<file path="config.mk">
export PLATFORM = sky130hd
export DESIGN_NAME = regset_access_ctrl_flat
export DESIGN_NICKNAME = d
export VERILOG_FILES = /design/src/rtl/regset_access_ctrl_if.sv /design/src/rtl/regset_access_ctrl.sv /design/src/flat_wrapper.sv
export SDC_FILE = /design/constraint.sdc
export NUM_CORES = 1
export LEC_CHECK = 0
export CAP_MARGIN = 5
export CORE_MARGIN = 2
export CORE_UTILIZATION = 50
export CTS_CLUSTER_DIAMETER = 40
export DETAILED_ROUTE_END_ITERATION = 10
export GPL_TIMING_DRIVEN = 0
export HOLD_SLACK_MARGIN = 0.15
export PLACE_DENSITY_LB_ADDON = 0.08
export SETUP_SLACK_MARGIN = 0.4
export SYNTH_ARGS = -nofsm -noshare
export SYNTH_HDL_FRONTEND = slang
export SYNTH_SLANG_ARGS = --single-unit
export TNS_END_PERCENT = 50
</file>
<file path="constraint.sdc">
create_clock -name Clk -period 6.7 [get_ports Clk]
set_clock_uncertainty 0.05 [all_clocks]
set_input_delay 0.67 -clock Clk [delete_from_list [all_inputs] [get_ports Clk]]
set_output_delay 0.67 -clock Clk [all_outputs]
set_load 0.02 [all_outputs]
</file>
<file path="src/rtl/regset_access_ctrl_if.sv">
// regset_access_ctrl_if: host command/response channels plus register-set access bus
interface regset_access_ctrl_if #(parameter int N = 4);
  logic cmd_valid, cmd_ready, cmd_rw;
  logic [2:0] cmd_addr;
  logic [N-1:0] cmd_wdata;
  logic rsp_valid, rsp_ready;
  logic [2:0] rsp_addr;
  logic [N-1:0] rsp_data;
  logic busy, rs_enable, rs_rw;
  logic [2:0] rs_address;
  logic [N-1:0] rs_data_in, rs_data_out;
  modport slave (
    input cmd_valid, cmd_rw, cmd_addr, cmd_wdata, rsp_ready, rs_data_out,
    output cmd_ready, rsp_valid, rsp_addr, rsp_data, busy, rs_enable, rs_rw, rs_address, rs_data_in
  );
  modport master (
    output cmd_valid, cmd_rw, cmd_addr, cmd_wdata, rsp_ready, rs_data_out,
    input cmd_ready, rsp_valid, rsp_addr, rsp_data, busy, rs_enable, rs_rw, rs_address, rs_data_in
  );
endinterface

</file>
<file path="src/rtl/regset_access_ctrl.sv">
// regset_access_ctrl: FIFO-buffered sequencer issuing single-cycle accesses to a negedge register set
module regset_access_ctrl #(
  parameter int N = 4,
  parameter int FIFO_DEPTH = 4
) (
  input logic Clk,
  input logic nReset,
  regset_access_ctrl_if.slave bus
);
  localparam int AW = $clog2(FIFO_DEPTH);
  localparam logic [AW:0] DEPTH = (AW+1)'(FIFO_DEPTH);
  typedef enum logic [1:0] {IDLE, ISSUE, RESP} state_t;
  typedef struct packed {
    logic rw;
    logic [2:0] addr;
    logic [N-1:0] data;
  } cmd_t;
  state_t state_q, state_d;
  cmd_t mem_q [FIFO_DEPTH];
  cmd_t mem_d [FIFO_DEPTH];
  cmd_t head;
  logic [AW-1:0] wr_ptr_q, wr_ptr_d, rd_ptr_q, rd_ptr_d;
  logic [AW:0] count_q, count_d;
  logic rs_enable_q, rs_enable_d, rs_rw_q, rs_rw_d, rsp_valid_q, rsp_valid_d;
  logic [2:0] rs_address_q, rs_address_d, rsp_addr_q, rsp_addr_d;
  logic [N-1:0] rs_data_in_q, rs_data_in_d, rsp_data_q, rsp_data_d;
  logic push, pop;
  assign bus.cmd_ready = count_q != DEPTH;
  assign push = bus.cmd_valid && bus.cmd_ready;
  assign pop = state_q == IDLE && count_q != '0;
  assign head = mem_q[rd_ptr_q];
  assign bus.busy = state_q != IDLE || count_q != '0;
  assign bus.rs_enable = rs_enable_q;
  assign bus.rs_rw = rs_rw_q;
  assign bus.rs_address = rs_address_q;
  assign bus.rs_data_in = rs_data_in_q;
  assign bus.rsp_valid = rsp_valid_q;
  assign bus.rsp_addr = rsp_addr_q;
  assign bus.rsp_data = rsp_data_q;
  always_comb begin
    mem_d = mem_q;
    if (push) mem_d[wr_ptr_q] = {bus.cmd_rw, bus.cmd_addr, bus.cmd_wdata};
    wr_ptr_d = wr_ptr_q + AW'(push);
    rd_ptr_d = rd_ptr_q + AW'(pop);
    count_d = count_q + (AW+1)'(push) - (AW+1)'(pop);
    state_d = state_q;
    rs_enable_d = rs_enable_q;
    rs_rw_d = rs_rw_q;
    rs_address_d = rs_address_q;
    rs_data_in_d = rs_data_in_q;
    rsp_valid_d = rsp_valid_q;
    rsp_addr_d = rsp_addr_q;
    rsp_data_d = rsp_data_q;
    case (state_q)
      IDLE: if (pop) begin
        rs_enable_d = 1'b1;
        rs_rw_d = head.rw;
        rs_address_d = head.addr;
        rs_data_in_d = head.data;
        state_d = ISSUE;
      end
      ISSUE: begin
        rs_enable_d = 1'b0;
        state_d = rs_rw_q ? IDLE : RESP;
        if (!rs_rw_q) begin
          rsp_valid_d = 1'b1;
          rsp_addr_d = rs_address_q;
          rsp_data_d = bus.rs_data_out;
        end
      end
      RESP: if (bus.rsp_ready) begin
        rsp_valid_d = 1'b0;
        state_d = IDLE;
      end
      default: state_d = IDLE;
    endcase
  end
  always_ff @(posedge Clk or negedge nReset)
    if (!nReset) begin
      state_q <= IDLE;
      mem_q <= '{default: '0};
      wr_ptr_q <= '0;
      rd_ptr_q <= '0;
      count_q <= '0;
      rs_enable_q <= 1'b0;
      rs_rw_q <= 1'b0;
      rs_address_q <= '0;
      rs_data_in_q <= '0;
      rsp_valid_q <= 1'b0;
      rsp_addr_q <= '0;
      rsp_data_q <= '0;
    end else begin
      state_q <= state_d;
      mem_q <= mem_d;
      wr_ptr_q <= wr_ptr_d;
      rd_ptr_q <= rd_ptr_d;
      count_q <= count_d;
      rs_enable_q <= rs_enable_d;
      rs_rw_q <= rs_rw_d;
      rs_address_q <= rs_address_d;
      rs_data_in_q <= rs_data_in_d;
      rsp_valid_q <= rsp_valid_d;
      rsp_addr_q <= rsp_addr_d;
      rsp_data_q <= rsp_data_d;
    end
endmodule

</file>
<file path="src/flat_wrapper.sv">
// flat-port wrapper written by rule: the top's interface ports become plain ports
module regset_access_ctrl_flat 
#(
  parameter int N = 4,
  parameter int FIFO_DEPTH = 4
)
  (Clk, nReset, bus_cmd_valid, bus_cmd_rw, bus_cmd_addr, bus_cmd_wdata, bus_rsp_ready, bus_rs_data_out, bus_cmd_ready, bus_rsp_valid, bus_rsp_addr, bus_rsp_data, bus_busy, bus_rs_enable, bus_rs_rw, bus_rs_address, bus_rs_data_in);
  regset_access_ctrl_if #(.N(N)) bus_i ();
  input logic Clk;
  input logic nReset;
  input wire logic [$bits(bus_i.cmd_valid)-1:0] bus_cmd_valid;
  input wire logic [$bits(bus_i.cmd_rw)-1:0] bus_cmd_rw;
  input wire logic [$bits(bus_i.cmd_addr)-1:0] bus_cmd_addr;
  input wire logic [$bits(bus_i.cmd_wdata)-1:0] bus_cmd_wdata;
  input wire logic [$bits(bus_i.rsp_ready)-1:0] bus_rsp_ready;
  input wire logic [$bits(bus_i.rs_data_out)-1:0] bus_rs_data_out;
  output wire logic [$bits(bus_i.cmd_ready)-1:0] bus_cmd_ready;
  output wire logic [$bits(bus_i.rsp_valid)-1:0] bus_rsp_valid;
  output wire logic [$bits(bus_i.rsp_addr)-1:0] bus_rsp_addr;
  output wire logic [$bits(bus_i.rsp_data)-1:0] bus_rsp_data;
  output wire logic [$bits(bus_i.busy)-1:0] bus_busy;
  output wire logic [$bits(bus_i.rs_enable)-1:0] bus_rs_enable;
  output wire logic [$bits(bus_i.rs_rw)-1:0] bus_rs_rw;
  output wire logic [$bits(bus_i.rs_address)-1:0] bus_rs_address;
  output wire logic [$bits(bus_i.rs_data_in)-1:0] bus_rs_data_in;
  assign bus_i.cmd_valid = bus_cmd_valid;
  assign bus_i.cmd_rw = bus_cmd_rw;
  assign bus_i.cmd_addr = bus_cmd_addr;
  assign bus_i.cmd_wdata = bus_cmd_wdata;
  assign bus_i.rsp_ready = bus_rsp_ready;
  assign bus_i.rs_data_out = bus_rs_data_out;
  assign bus_cmd_ready = bus_i.cmd_ready;
  assign bus_rsp_valid = bus_i.rsp_valid;
  assign bus_rsp_addr = bus_i.rsp_addr;
  assign bus_rsp_data = bus_i.rsp_data;
  assign bus_busy = bus_i.busy;
  assign bus_rs_enable = bus_i.rs_enable;
  assign bus_rs_rw = bus_i.rs_rw;
  assign bus_rs_address = bus_i.rs_address;
  assign bus_rs_data_in = bus_i.rs_data_in;
  regset_access_ctrl #(.N(N), .FIFO_DEPTH(FIFO_DEPTH)) u_core (.Clk(Clk), .nReset(nReset), .bus(bus_i));
endmodule
</file>
# Yosys cells after proc, flatten, opt, wreduce, memory -nomap -nowiden
# Index checks and enable logic that the tools add are counted.
# totals
input_bits	16
wordCells	68
out_inout_bits	19
regBits	58
# op_classes
bitwise_logic	3
addsub	4
n_eq_ne	6
n_reduce_logical	14
mux	15
n_lt_le_gt_ge	3
# ops
cell	n
$bwmux W32	1
$mux W8	3
$bmux W8 S2	1
$demux W8 S2	1
$reduce_and A2 Y1	4
$ge A3 B3 Y1 const B	2
$mux W2	3
$not A2 Y3	2
$pmux W2 S3	1
$reduce_bool A2 Y1	3
$add A2 B1 Y2	2
$ne A2 B2 Y1 const B	2
$pmux W1 S2	2
$add A3 B1 Y3	1
$logic_and A1 B1 Y1	3
$lt A3 B1 Y1 const B	1
$mux W1	3
$ne A3 B3 Y1 const B	1
$reduce_and A3 Y1	1
$reduce_bool A3 Y1	1
$sub A3 B1 Y3	1
$eq A2 B1 Y1 const B	1
$eq A2 B2 Y1 const B	1
$logic_not A2 Y1	1
other kinds (3)	3

# Logic depth before layout (Yosys ltp)
# Gate-level depths: netlist (run 1).
# logic_depth
ltp_word	6
mapped_depth	8
depth_no_buf	7

# Worst setup path after synthesis (run 1)
# OpenSTA, ideal clock, no wires.
# synth_path
path_kind	reg2reg
from	register u_core.count_q[0]
to	register u_core.count_q[2]
setup_ns	0.080
setup_slack_ns	4.533
required_ns	6.570
arrival_ns	2.037
path_stages_with_launch	9
path_cell_list	dfrtp_1 -> or3_1 -> nand2_1 -> buf_6 -> o21ai_0 -> ha_1 -> fa_1 -> xnor2_1 -> xnor2_1
# synth_between
elab_chain_cells	4
word_cells_on_any_way	6
# synth_rtl
element	line_no	text
start: declaration	regset_access_ctrl.sv:23	logic [AW:0] count_q, count_d;
start signal: assignment	regset_access_ctrl.sv:97	count_q <= count_d;
$ne A3 B3 Y1	regset_access_ctrl.sv:28	assign bus.cmd_ready = count_q != DEPTH;
$logic_and A1 B1 Y1	regset_access_ctrl.sv:29	assign push = bus.cmd_valid && bus.cmd_ready;
$add A3 B1 Y3	regset_access_ctrl.sv:45	count_d = count_q + (AW+1)'(push) - (AW+1)'(pop);
$sub A3 B1 Y3 *	regset_access_ctrl.sv:45	
net u_core.count_d[2]	regset_access_ctrl.sv:23	
# The timed path passes the listed nets; every way through them passes the cells marked *.
# A chain may end at the register's enable or synchronous reset.

# Final worst setup path (run 1)
# layout_path
from	register u_core.count_q[0]
to	output port bus_cmd_ready
# layout_between
elab_chain_cells	1
# layout_rtl
element	line_no	text
$ne A3 B3 Y1	regset_access_ctrl.sv:28	
end: declaration	flat_wrapper.sv:17	output wire logic [$bits(bus_i.cmd_ready)-1:0] bus_cmd_ready;
# Every way passes these cells.

==> results by group, run 1 <==
Outcome
  • Status: finished, final reports clean

Yosys
  • Avg Cell Area, Syn: 16.2 um^2
  • Largest area contributor in the synthesized netlist: sky130_fd_sc_hd__dfrtp_1
  • Area fraction in compound gates after synthesis: 1.15%
  • Largest cells by area after synthesis: sky130_fd_sc_hd__dfrtp_1, sky130_fd_sc_hd__mux2_2, sky130_fd_sc_hd__mux4_2, sky130_fd_sc_hd__nand4b_4, sky130_fd_sc_hd__xnor2_1
  • Proportion of synthesized area in mux cells: 28.4%
  • Main synth FF type: sky130_fd_sc_hd__dfrtp_1
  • Area fraction in and, or, nand and nor cells after synthesis: 6.62%
  • Proportion of register bits with asynchronous set or reset after synthesis: 100%
  • Fraction of the mapped netlist area in adder cells: 1.81%
  • Count of flip-flops with a built-in enable after synthesis: 0
  • Post-synth top area share: 58.2%
  • Portion of the post-synthesis area used by sequential elements: 58.2%
  • XOR/XNOR Fraction of Synth Area: 1.76%
  • Net count after synthesis: 173
  • Post-synthesis cell type count: 27
  • Register bit total from synthesis: 58
  • Number of warnings printed during yosys synthesis: 0
  • Combinational family with the most area after synthesis: multiplexers
  • Count of mapped cells out of synthesis: 154
  • Netlist area before placement: 2490 um^2

GRT
  • Antenna violations before repair: 0
  • Wire length of the first global-routing pass: 7320 um
  • Maximum number of pins on one net before global-route repair: 33
  • Via count of the first global-routing pass: 1491
  • GRT overflow: 0
  • GRT Overall Usage: 18.9%

Die
  • Floorplan die width: 74.6 um
  • Effective utilization at floorplan: 52.5%
  • CORE AREA: 4750 um^2
  • Floorplan die height: 74.6 um
  • Std cell rows: 25
  • Die ar.: 5570 um^2
  • Total I/O pin count: 35

Pwr
  • Share of power burned in combinational logic: 43.2%
  • Switching power total: 0.000541 W
  • Design internal power: 0.00116 W
  • Fraction of power consumed by sequential logic: 38.1%
  • Switch share: 31.9%
  • Cell leakage power: 1.32 nW
  • Power per cell area: 544 nW/um^2
  • Peak VDD IR: 227 uV
  • Share of power burned in the clock network: 18.7%

Critical path
  • Required time reported for the critical path endpoint: 5980 ps
  • Slowest stage cell, crit path: sky130_fd_sc_hd__clkdlybuf4s50_1
  • Nature of the critical path endpoint: output pin
  • List of cells traversed by the critical path: or3b_1 > buf_6 > clkdlybuf4s50_1
  • Worst Path Class, Setup: reg2out
  • Largest fanout of any net on the critical path: 6
  • Stage delay of the slowest cell on the critical path: 540 ps
  • Internal reg-to-reg setup slack: 4320 ps
  • Type of element launching the critical path: flip-flop
  • Data arrival time of the critical path: 1850 ps

Clock network
  • Number of sinks on the clock net: 58
  • CTS Buf Count: 9
  • Count of hold buffers inserted by post-cts repair: 0
  • Clock tree from TritonCTS: done
  • Number of gates resized after cts: 0
  • Count of H-tree levels built during CTS: 3
  • Post-CTS setup repair buffer count: 0
  • Clock transition at path regs: 60 ps
  • Clock Tree Buf Depth: 2
  • Library cell used as clock root buffer: sky130_fd_sc_hd__clkbuf_8
  • Latest clock arrival within the worst-skew pair: 330 ps

Finish
  • Total Nets Final: 218
  • Most frequent cells in the layout: sky130_fd_sc_hd__dfrtp_1, sky130_fd_sc_hd__mux2_2, sky130_fd_sc_hd__clkdlybuf4s50_1
  • Synthesis-to-layout area growth: 25.1%
  • Layout cell share with drive strength beyond 1: 39.2%
  • Most common cell after layout, fill and taps aside: sky130_fd_sc_hd__dfrtp_1
  • Number of antenna repair diodes: 0

Timing
  • Worst-margin pin slew: 758 ps
  • Number of endpoints failing setup at the final stage: 0
  • Tightest slew margin relative to the limit: 49.5%
  • Fmax: 390 MHz
  • Time the final worst path needs with I/O delays and setup: 2570 ps
  • Min setup slack post-route: 4130 ps
  • Pins Over Slew Limit: 0
  • Ratio of final minimum period to clock period: 38.3%
  • Post-route setup TNS: 0 ps
  • Count of endpoints failing hold in the final timing report: 0
  • Hold slack: 359 ps
  • Unrepaired setup endpoints after global routing: false

Detailed routing
  • Iteration-0 DRC Markers: 40
  • DRT antenna net count: 0
  • Average via count per standard cell: 5.19
  • Average routed wire per standard cell: 16.3 um
  • Remaining design rule violation count: 0
  • Aggregate routed wire length: 4430 um
  • Number of vias in the routed layout: 1407
  • Number of detailed-route iterations in the first pass: 4

Placement
  • DP HPWL: 3080 um
  • Placer Congestion: 0.729
  • Worst slack at placement: 4300 ps
  • Count of input and output buffers: 33

Worst hold path
  • Worst hold path class: in2async

Run
  • Number of max-cap violations: 0
==> path summary, 6_finish.rpt <==
| kind | startpoint | endpoint | depth (start not counted) |
|---|---|---|---|
| worst min-delay path | nReset | u_core.wr_ptr_q[0]$_DFF_PN0_ | 1 |
| worst min register to register | u_core.mem_q[9]$_DFFE_PN0P_ | u_core.mem_q[9]$_DFFE_PN0P_ | 1 |
| worst max-delay path | u_core.count_q[0]$_DFF_PN0_ | bus_cmd_ready | 3 |
| worst max register to register | u_core.count_q[0]$_DFF_PN0_ | u_core.count_q[2]$_DFF_PN0_ | 8 |
| max in group asynchronous | nReset | u_core.mem_q[7]$_DFFE_PN0P_ | 2 |
| min in group Clk | u_core.mem_q[9]$_DFFE_PN0P_ | u_core.mem_q[9]$_DFFE_PN0P_ | 1 |
==> synth_stat cells (2+ instances only) <==
cell type                  instances
sky130_fd_sc_hd__inv_1             4
sky130_fd_sc_hd__buf_2             2
sky130_fd_sc_hd__xnor2_1           4
sky130_fd_sc_hd__mux4_2            8
sky130_fd_sc_hd__ha_1              2
sky130_fd_sc_hd__dfrtp_1          58
sky130_fd_sc_hd__nand2_1           3
sky130_fd_sc_hd__buf_6             2
sky130_fd_sc_hd__o21ai_0           3
sky130_fd_sc_hd__nor2_1            5
sky130_fd_sc_hd__mux2_2           46
sky130_fd_sc_hd__nand4b_4          2
==> metal layers <==
metal	track usage (%)	wire (um)	vias up
li1	-	-	644
met1	22.0	1890	719
met2	30.7	2220	37
met3	8.03	241	7
met4	8.33	67	0
met5	0	0	-
==> layout make-up <==
cell class | count | area (um^2)
fillers | 357 | 1630
flip-flops and latches | 58 | 1450
multi-input cells | 87 | 992
repair buffers | 34 | 345
clock buffers | 14 | 163
well taps | 67 | 83.8
plain buffers | 5 | 36.3
clock inverters | 2 | 35.0
inverters | 4 | 15.0
==> kinds of logic after synthesis <==
| logic type | Yosys count |
|---|---|
| AND/OR/NAND/NOR | 19 |
| flip-flops | 58 |
| multiplexers | 55 |
| buffers and inverters | 9 |
| adder cells (fa/ha/maj) | 3 |
| AO/OA/AOI/OAI | 5 |
| XOR/XNOR | 5 |
==> registers in the layout (all words and copies together), names as in the netlist <==
signal / count
u_core.bus.rsp_valid: 1
u_core.bus.rs_data_in: 4
u_core.bus.rs_rw: 1
u_core.bus.rs_enable: 1
u_core.bus.rsp_data: 4
u_core.mem_q: 32
u_core.wr_ptr_q: 2
u_core.state_q: 2
u_core.bus.rs_address: 3
u_core.count_q: 3
u_core.bus.rsp_addr: 3
u_core.rd_ptr_q: 2
==> through the flow <==
stage	total power, W	area [um^2]	util, %	cells
2_1_floorplan	0.00115	2490	-	154
3_3_place_gp	0.00135	2910	61.2	254
3_5_place_dp	0.00140	2920	61.5	255
4_1_cts	0.00172	3120	65.7	271
5_1_grt	0.00181	3120	65.7	271
6_report	0.00170	3120	65.7	271
==> power by group through the flow <==
stage	clock network [W]	registers (W)	logic, W
after global placement	0	0.000633	0.000718
after floorplan	0	0.000686	0.000468
after global routing	0.000341	0.000670	0.000796
final	0.000318	0.000646	0.000733
after detailed placement	0	0.000652	0.000744
after CTS	0.000330	0.000647	0.000744
==> critical path: cells and delay by family, from the launching register on <==
kind	cells	cell delay [ps]
flops	1	400
buf+inv	2	700
simple gates	1	410
No activity file was read; power rests on OpenSTA's default activity.
==> run 2: changes to the inputs <==
- clock period: 6.7 -> 2.6 ns (I/O delays scaled with it)
==> results by group, run 2 (synthesized netlist as in run 1, its figures left out) <==
Finish
  • Flip-flop count of the largest register, all copies and words added: 32
  • Number of antenna repair diodes: 0
  • Biggest register: u_core.mem_q
  • Layout cell share with drive strength beyond 1: 43.1%
  • Synthesis-to-layout area growth: 28.4%
  • Finished Layout Cells: 278
  • Most common cell after layout, fill and taps aside: sky130_fd_sc_hd__dfrtp_1
  • Total Nets Final: 225
  • Most frequent cells in the layout: sky130_fd_sc_hd__dfrtp_1, sky130_fd_sc_hd__mux2_2, sky130_fd_sc_hd__clkdlybuf4s50_1

Detailed routing
  • Average routed wire per standard cell: 16.3 um
  • Iteration-0 DRC Markers: 21
  • DRT antenna net count: 0
  • Number of detailed-route iterations in the first pass: 4
  • Number of vias in the routed layout: 1436
  • Remaining design rule violation count: 0
  • Aggregate routed wire length: 4530 um
  • Average via count per standard cell: 5.17

Timing
  • Count of endpoints failing hold in the final timing report: 0
  • Unrepaired setup endpoints after global routing: true
  • Pins Over Slew Limit: 0
  • Min setup slack post-route: 438 ps
  • Fmax: 463 MHz
  • Worst-margin pin slew: 759 ps
  • Hold slack: 388 ps
  • Tightest slew margin relative to the limit: 49.4%
  • Ratio of final minimum period to clock period: 83.1%
  • Number of endpoints failing setup at the final stage: 0
  • Time the final worst path needs with I/O delays and setup: 2160 ps
  • Post-route setup TNS: 0 ps

Pwr
  • Tot Pwr: 0.00452 W
  • Design internal power: 0.00308 W
  • Fraction of power consumed by sequential logic: 36.9%
  • Share of power burned in combinational logic: 44.9%
  • Share of power burned in the clock network: 18.2%
  • Peak VDD IR: 589 uV
  • Switching power total: 0.00144 W
  • Cell leakage power: 1.36 nW
  • Switch share: 31.8%
  • Power per cell area: 1410 nW/um^2

Critical path
  • Nature of the critical path endpoint: flip-flop
  • Data arrival time of the critical path: 2360 ps
  • Required time reported for the critical path endpoint: 2800 ps
  • R2r startpoint: u_core.count_q[1]$_DFF_PN0_
  • Largest fanout of any net on the critical path: 4
  • Type of element launching the critical path: flip-flop
  • Endpoint of the worst register-to-register path: u_core.count_q[2]$_DFF_PN0_
  • Worst Path Class, Setup: reg2reg
  • R2R cell count: 7
  • Internal reg-to-reg setup slack: 440 ps

Clock network
  • Clock Tree Buf Depth: 2
  • Number of sinks on the clock net: 58
  • Clock transition at path regs: 60 ps
  • Clock tree from TritonCTS: done
  • Latest clock arrival within the worst-skew pair: 330 ps
  • Count of H-tree levels built during CTS: 3
  • Library cell used as clock root buffer: sky130_fd_sc_hd__clkbuf_8
  • CTS Buf Count: 9

Die
  • CORE AREA: 4750 um^2
  • Effective utilization at floorplan: 52.5%
  • Std cell rows: 25
  • Total I/O pin count: 35
  • Floorplan die width: 74.6 um
  • Die ar.: 5570 um^2
  • Floorplan die height: 74.6 um

GRT
  • Maximum number of pins on one net before global-route repair: 33
  • GRT Overall Usage: 19.1%
  • Via count of the first global-routing pass: 1512
  • GRT overflow: 0
  • Antenna violations before repair: 0
  • Wire length of the first global-routing pass: 7420 um

Worst hold path
  • Worst hold path class: in2reg
  • Startpoint of the lowest-slack hold path: bus_cmd_valid
  • Worst Hold Path EP: u_core.mem_q[27]$_DFFE_PN0P_
  • Number of cells traversed by the worst hold path: 3

Placement
  • Count of input and output buffers: 33
  • Placer Congestion: 0.729
  • Number of instances in the placed design: 255
  • DP HPWL: 3080 um
  • Worst slack at placement: 200 ps

Outcome
  • Status: finished, final reports clean

Run
  • Number of max-cap violations: 0
## run 2: repair_timing
action,in CTS,in global routing
setup buffers,3,3
hold buffers,1,0
resized for setup,2,5
pin swaps,2,1
endpoints found under the hold margin,31,0
endpoints found under the setup margin,1,2
## run 2: routing by layer
| layer | track usage (%) | routed length [um] | vias up |
|---|---|---|---|
| li1 | - | - | 658 |
| met1 | 22.0 | 1910 | 730 |
| met2 | 31.6 | 2300 | 39 |
| met3 | 8.03 | 242 | 9 |
| met4 | 8.33 | 75 | 0 |
| met5 | 0 | 0 | - |
## run 2: worst max-delay path, cell delays in order, from the launching register on
cell and delay [ps]:
sky130_fd_sc_hd__dfrtp_1 400, sky130_fd_sc_hd__or3b_1 410, sky130_fd_sc_hd__buf_6 140, sky130_fd_sc_hd__and2_1 180, sky130_fd_sc_hd__ha_2 200, sky130_fd_sc_hd__fa_2 370, sky130_fd_sc_hd__xnor2_2 190, sky130_fd_sc_hd__xnor2_1 140
## run 2: layout make-up
cell class	count	area [um^2]
fill	356	1550
inverter	4	15.0
timing repair buffer	41	403
clock inverter	2	35.0
buffer	5	40.0
sequential	58	1450
tap	67	83.8
multi-input combinational	87	1010
clock buffer	14	163
## run 2: worst max-delay path by stage
| stage | slack, ps | cells after the start | start | endpoint |
|---|---|---|---|---|
| floorplan | 430 | 8 | u_core.count_q[0]$_DFF_PN0_ | u_core.count_q[2]$_DFF_PN0_ |
| global placement | -370 | 1 | nReset | u_core.mem_q[1]$_DFFE_PN0P_ |
| detailed placement | 200 | 8 | u_core.count_q[0]$_DFF_PN0_ | u_core.count_q[2]$_DFF_PN0_ |
| CTS | 400 | 7 | u_core.count_q[1]$_DFF_PN0_ | u_core.count_q[2]$_DFF_PN0_ |
| global route | 350 | 7 | u_core.count_q[1]$_DFF_PN0_ | u_core.count_q[2]$_DFF_PN0_ |
| finish | 440 | 7 | u_core.count_q[1]$_DFF_PN0_ | u_core.count_q[2]$_DFF_PN0_ |
## run 2: through the flow
stage	cell area, um^2	utilization [%]
floorplan	2490	-
global placement	2910	61.2
detailed placement	2920	61.5
CTS	3160	66.5
global route	3200	67.4
finish	3200	67.4
## run 2: power by group through the flow
| stage | Sequential, W | Clock, W | Combinational (W) |
|---|---|---|---|
| after floorplan | 0.00177 | 0 | 0.00121 |
| after global placement | 0.00163 | 0 | 0.00185 |
| after detailed placement | 0.00168 | 0 | 0.00192 |
| after CTS | 0.00167 | 0.000849 | 0.00197 |
| after global routing | 0.00173 | 0.000879 | 0.00221 |
| final | 0.00167 | 0.000820 | 0.00203 |
